$ cat src/rtl/ascon_encrypt_ctrl.sv
// ascon_encrypt_ctrl: round-by-round sequencer for the ASCON-128 encryption datapath
module ascon_encrypt_ctrl #(
  parameter int ROUNDS_A = 12,
  parameter int ROUNDS_B = 6,
  parameter int RC_W = 4
) (
  input  logic            CLK,
  input  logic            RST,
  input  logic            start,
  input  logic            ad_empty,
  input  logic            ad_valid,
  input  logic            ad_last,
  input  logic            pt_valid,
  input  logic            pt_last,
  output logic            ad_ready,
  output logic            pt_ready,
  output logic            load_iv,
  output logic            perm_en,
  output logic [RC_W-1:0] rc_idx,
  output logic            xor_key_init,
  output logic            absorb_ad,
  output logic            absorb_pt,
  output logic            dom_sep,
  output logic            xor_key_fin,
  output logic            ct_valid,
  output logic            tag_valid,
  output logic            busy
);
  localparam logic [3:0] IDLE     = 4'd0;
  localparam logic [3:0] LOAD     = 4'd1;
  localparam logic [3:0] INIT     = 4'd2;
  localparam logic [3:0] KEY1     = 4'd3;
  localparam logic [3:0] AD_WAIT  = 4'd4;
  localparam logic [3:0] AD_PERM  = 4'd5;
  localparam logic [3:0] DSEP     = 4'd6;
  localparam logic [3:0] PT_WAIT  = 4'd7;
  localparam logic [3:0] PT_PERM  = 4'd8;
  localparam logic [3:0] FIN_KEY  = 4'd9;
  localparam logic [3:0] FIN_PERM = 4'd10;
  localparam logic [3:0] TAG      = 4'd11;
  localparam logic [RC_W-1:0] RC_LAST = RC_W'(ROUNDS_A - 1);
  localparam logic [RC_W-1:0] RC_PB0  = RC_W'(ROUNDS_A - ROUNDS_B);
  logic [3:0]      state;
  logic [RC_W-1:0] cnt;
  logic            ad_empty_r;
  logic            ad_last_r;
  logic            last;
  logic [RC_W-1:0] cnt_nx;
  assign last = cnt == RC_LAST;
  assign cnt_nx = last ? '0 : cnt + RC_W'(1);
  always_ff @(posedge CLK) begin
    if (RST) begin
      state <= IDLE;
      cnt <= '0;
      ad_empty_r <= 1'b0;
      ad_last_r <= 1'b0;
    end else begin
      case (state)
        IDLE: if (start) begin
          state <= LOAD;
          ad_empty_r <= ad_empty;
        end
        LOAD: begin
          state <= INIT;
          cnt <= '0;
        end
        INIT: begin
          cnt <= cnt_nx;
          if (last) state <= KEY1;
        end
        KEY1: state <= ad_empty_r ? DSEP : AD_WAIT;
        AD_WAIT: if (ad_valid) begin
          state <= AD_PERM;
          cnt <= RC_PB0;
          ad_last_r <= ad_last;
        end
        AD_PERM: begin
          cnt <= cnt_nx;
          if (last) state <= ad_last_r ? DSEP : AD_WAIT;
        end
        DSEP: state <= PT_WAIT;
        PT_WAIT: if (pt_valid) begin
          state <= pt_last ? FIN_KEY : PT_PERM;
          cnt <= pt_last ? '0 : RC_PB0;
        end
        PT_PERM: begin
          cnt <= cnt_nx;
          if (last) state <= PT_WAIT;
        end
        FIN_KEY: begin
          state <= FIN_PERM;
          cnt <= '0;
        end
        FIN_PERM: begin
          cnt <= cnt_nx;
          if (last) state <= TAG;
        end
        TAG: state <= IDLE;
        default: state <= IDLE;
      endcase
    end
  end
  always_comb begin
    busy = state != IDLE;
    load_iv = state == LOAD;
    perm_en = state == INIT || state == AD_PERM || state == PT_PERM || state == FIN_PERM;
    rc_idx = perm_en ? cnt : '0;
    xor_key_init = state == KEY1;
    ad_ready = state == AD_WAIT;
    absorb_ad = ad_ready && ad_valid;
    dom_sep = state == DSEP;
    pt_ready = state == PT_WAIT;
    absorb_pt = pt_ready && pt_valid;
    ct_valid = absorb_pt;
    xor_key_fin = state == FIN_KEY;
    tag_valid = state == TAG;
  end
endmodule

$ cat config.mk
export PLATFORM = sky130hd
export DESIGN_NAME = ascon_encrypt_ctrl
export DESIGN_NICKNAME = d
export VERILOG_FILES = /design/src/rtl/ascon_encrypt_ctrl.sv
export SDC_FILE = /design/constraint.sdc
export NUM_CORES = 1
export LEC_CHECK = 0
export ABC_CLOCK_PERIOD_IN_PS = 1600
export CORE_UTILIZATION = 44
export DETAILED_ROUTE_END_ITERATION = 10
export GPL_TIMING_DRIVEN = 0
export PLACE_DENSITY = 0.82
export SLEW_MARGIN = 20
export SYNTH_ARGS = -nofsm -noshare
export SYNTH_HDL_FRONTEND = slang
export SYNTH_SLANG_ARGS = --single-unit
$ cat constraint.sdc
create_clock -name CLK -period 1.6 [get_ports CLK]
set_input_delay 0.32 -clock CLK [delete_from_list [all_inputs] [get_ports CLK]]
set_output_delay 0.32 -clock CLK [all_outputs]
set_load 0.02 [all_outputs]
==> results.toml <==
[status]
violations = "negative setup slack"
status = "finished, violations left"

[clock_tree]
cts_buffers = 3
clock-sinks = 10
h-tree-depth = 1
cts_root_buffer = "clkbuf_4"
cts_tree = "done"
clk_path_buf_depth = 2
ctsHoldBuffers = 0
clk_latency_ns = 0.29
clkTransAtPathRegs_ns = 0.06

[logic_synthesis]
yosysTopAreaCell = "dfxtp_1"
synth_seq_cells = 10
synth_nets = 120
synth_ff_type = "dfxtp_1"
synth.distinct_cells = 37
synth_cells = 111
synth_warnings = 0
syn_area_per_cell_um2 = 7.349
synth.top_cell.area_share = 0.2454
syn_area_um2 = 815.8
yosysSeqAreaShare = 0.2454
synth.area.top_cells = "dfxtp_1 25%, nor2_1 9.2%, a21oi_1 5.5%"
synth_edf_count = 0
async_flop_share = 0

[finish]
drive_above_1_share = 0.4667
post-route-util = 0.7754
register_area_um2 = 212.7
layout_common_cells = "14 x nor2_1, 13 x buf_6, 12 x buf_4"
num_antenna_cells = 0
final_cells = 175
syn_to_final_growth_pct = 64.11
layout_commonest_cell = "nor2_1"
nFillCells = 113
finalNetCount = 160
multiInputGateArea_um2 = 658.1

[power]
p_switching_mw = 1.033
power_mw = 2.319
p_leak_nw = 0.5555
p_clk_frac = 0.104
vdd_drop_max_mv = 1.085
combinationalPowerShare = 0.706
intPower_mw = 1.286
p_per_area_nw_per_um2 = 1732
power_frac_seq = 0.189
p_sw_frac = 0.4453

[global_routing]
grtUsageTotal = 0.2494
grt_pass1_wl_um = 3608
grt_pass1_vias = 793
overflow = 0
grt_max_degree = 11
antenna_found_initial = 0

[detailed_routing]
num_vias = 969
totalWireLength_um = 2710
ant_nets = 0
wl_per_cell_um = 15.49
drc = 0
drt_iter0_markers = 35
vias_per_cell = 5.537
first_pass_iters = 4

[place]
dp_hpwl_um = 1558
gp_congestion = 0.8439
post-place-cells = 159
portBuffers = 23

[die]
io_pins = 24
core-area_um2 = 1727
die_y_um = 45.06
initial_core_util = 0.4725
dieWidth_um = 45.06
rows = 15
die_area_um2 = 2030

[critical_path]
critPathMaxFanout = 8
cp-start-kind = "flip-flop"
critical_path_buf_inv_count = 3
cpLargestDelayFamily = "buffers and inverters"
crit_chain = "buf_6 > and2_4 > mux2i_4 > inv_2 > and2_4 > buf_6"
crit_type = "flip-flop to primary output"
cp.required_ns = 1.28
end_kind = "primary output"
r2r-start = "state[0]"
r2r_slack_ns = 0.02
r2r_cells = 8
r2r_end = "ad_last_r"
crit_arrival_ns = 1.44
cp_slowest_cell = "dfxtp_2"
max_stage_delay_ns = 0.32

[sta]
fmax_ghz = 0.5672
fin_crit_ns = 1.763
drv_slew = 0
holdWs_ns = 0.5055
max_slew_margin = 0.6608
rsz0062_at_grt = "true"
hold_viol_final = 0
setup_ws_ns = -0.1629
final.period_utilization = 1.102
clock-skew-final_ns = 0.01415
worstMarginPinSlew_ns = 0.5087
setup_viol = 9

[hold_path]
min-delay-start = "ad_empty_r"
hold_path_depth = 2
hold_path_end = "ad_empty_r"
hold_path_class = "flip-flop to flip-flop"

[flow_run]
cap_violations = 0
==> registers in the layout, summed over array words and instances (netlist names) <==
register,count
ad_last_r,1
state,4
cnt,4
ad_empty_r,1
==> final cells by class <==
type,count,area share
Multi-Input combinational cell,90,0.4916
Timing Repair Buffer,37,0.2411
Sequential cell,10,0.1589
Buffer,6,0.04953
Clock buffer,4,0.02710
Tap cell,25,0.02336
Inverter,3,0.008411
==> timing repair <==
action                                  CTS  global route
endpoints found under the setup margin   16            17
gates resized for setup                 113            18
setup buffers                             6             8
gates cloned                              0             0
pin swaps                                 5             6
==> how the worst max path moves through the flow <==
stage                            to  slack [ns]  cells past startpoint     start
after detailed placement   ct_valid       -0.65                      6  state[2]
final                     rc_idx[0]       -0.16                      6  state[0]
after global placement     ct_valid       -0.64                      6  state[2]
after CTS                 rc_idx[0]       -0.18                      6  state[1]
after global routing      rc_idx[0]       -0.22                      6  state[0]
after floorplan            ct_valid       -0.12                      6  state[1]
==> power by group through the flow <==
stage / Sequential (mW) / Clock [mW] / Combinational (mW)
CTS: 0.382 / 0.241 / 1.43
finish: 0.439 / 0.242 / 1.64
global placement: 0.374 / 0 / 1.17
global route: 0.447 / 0.266 / 1.74
floorplan: 0.361 / 0 / 0.899
detailed placement: 0.377 / 0 / 1.20
==> worst register-to-register path, stage by stage, from the launching register on <==
cell and delay, ns:
dfxtp_2 0.32, buf_6 0.14, buf_6 0.13, nor4b_4 0.27, and2_4 0.20, buf_6 0.09
buf_6 0.09, mux2i_1 0.17, nor2_1 0.06
==> cell usage after synthesis, types with 3 or more instances <==
master    count
inv_1         3
nor2_1       20
nand2b_1      6
a21oi_1       9
clkbuf_1      3
dfxtp_1      10
and2_1        6
a211oi_1      3
nor3_1        8
nand2_1       8
==> layer usage <==
metal | vias up | share of wire | GRT usage
met3 | 4 | 0.077 | 0.08800
met4 | 0 | 0.014 | 0.06061
met5 | - | 0 | 0
met1 | 453 | 0.41 | 0.3235
met2 | 43 | 0.49 | 0.3942
li1 | 469 | - | -
==> logic make-up after synthesis <==
| family | Yosys count | synth area share |
|---|---|---|
| compound gates | 26 | 0.2393 |
| mux | 3 | 0.05215 |
| flops | 10 | 0.2454 |
| simple gates | 60 | 0.3804 |
| fa+ha+maj | 1 | 0.01533 |
| buf+inv | 11 | 0.06748 |
==> metrics by stage <==
step                      setup slack [ns]  TNS [ns]  area, µm²
after global routing               -0.2221    -1.770       1339
after detailed placement           -0.6504    -7.119       1095
final                              -0.1629    -1.053       1339
after floorplan                    -0.1236   -0.1699      833.3
after CTS                          -0.1816    -1.020       1239
after global placement             -0.6353    -6.733       1095
Note: power is estimated with default switching activity, not from simulation.
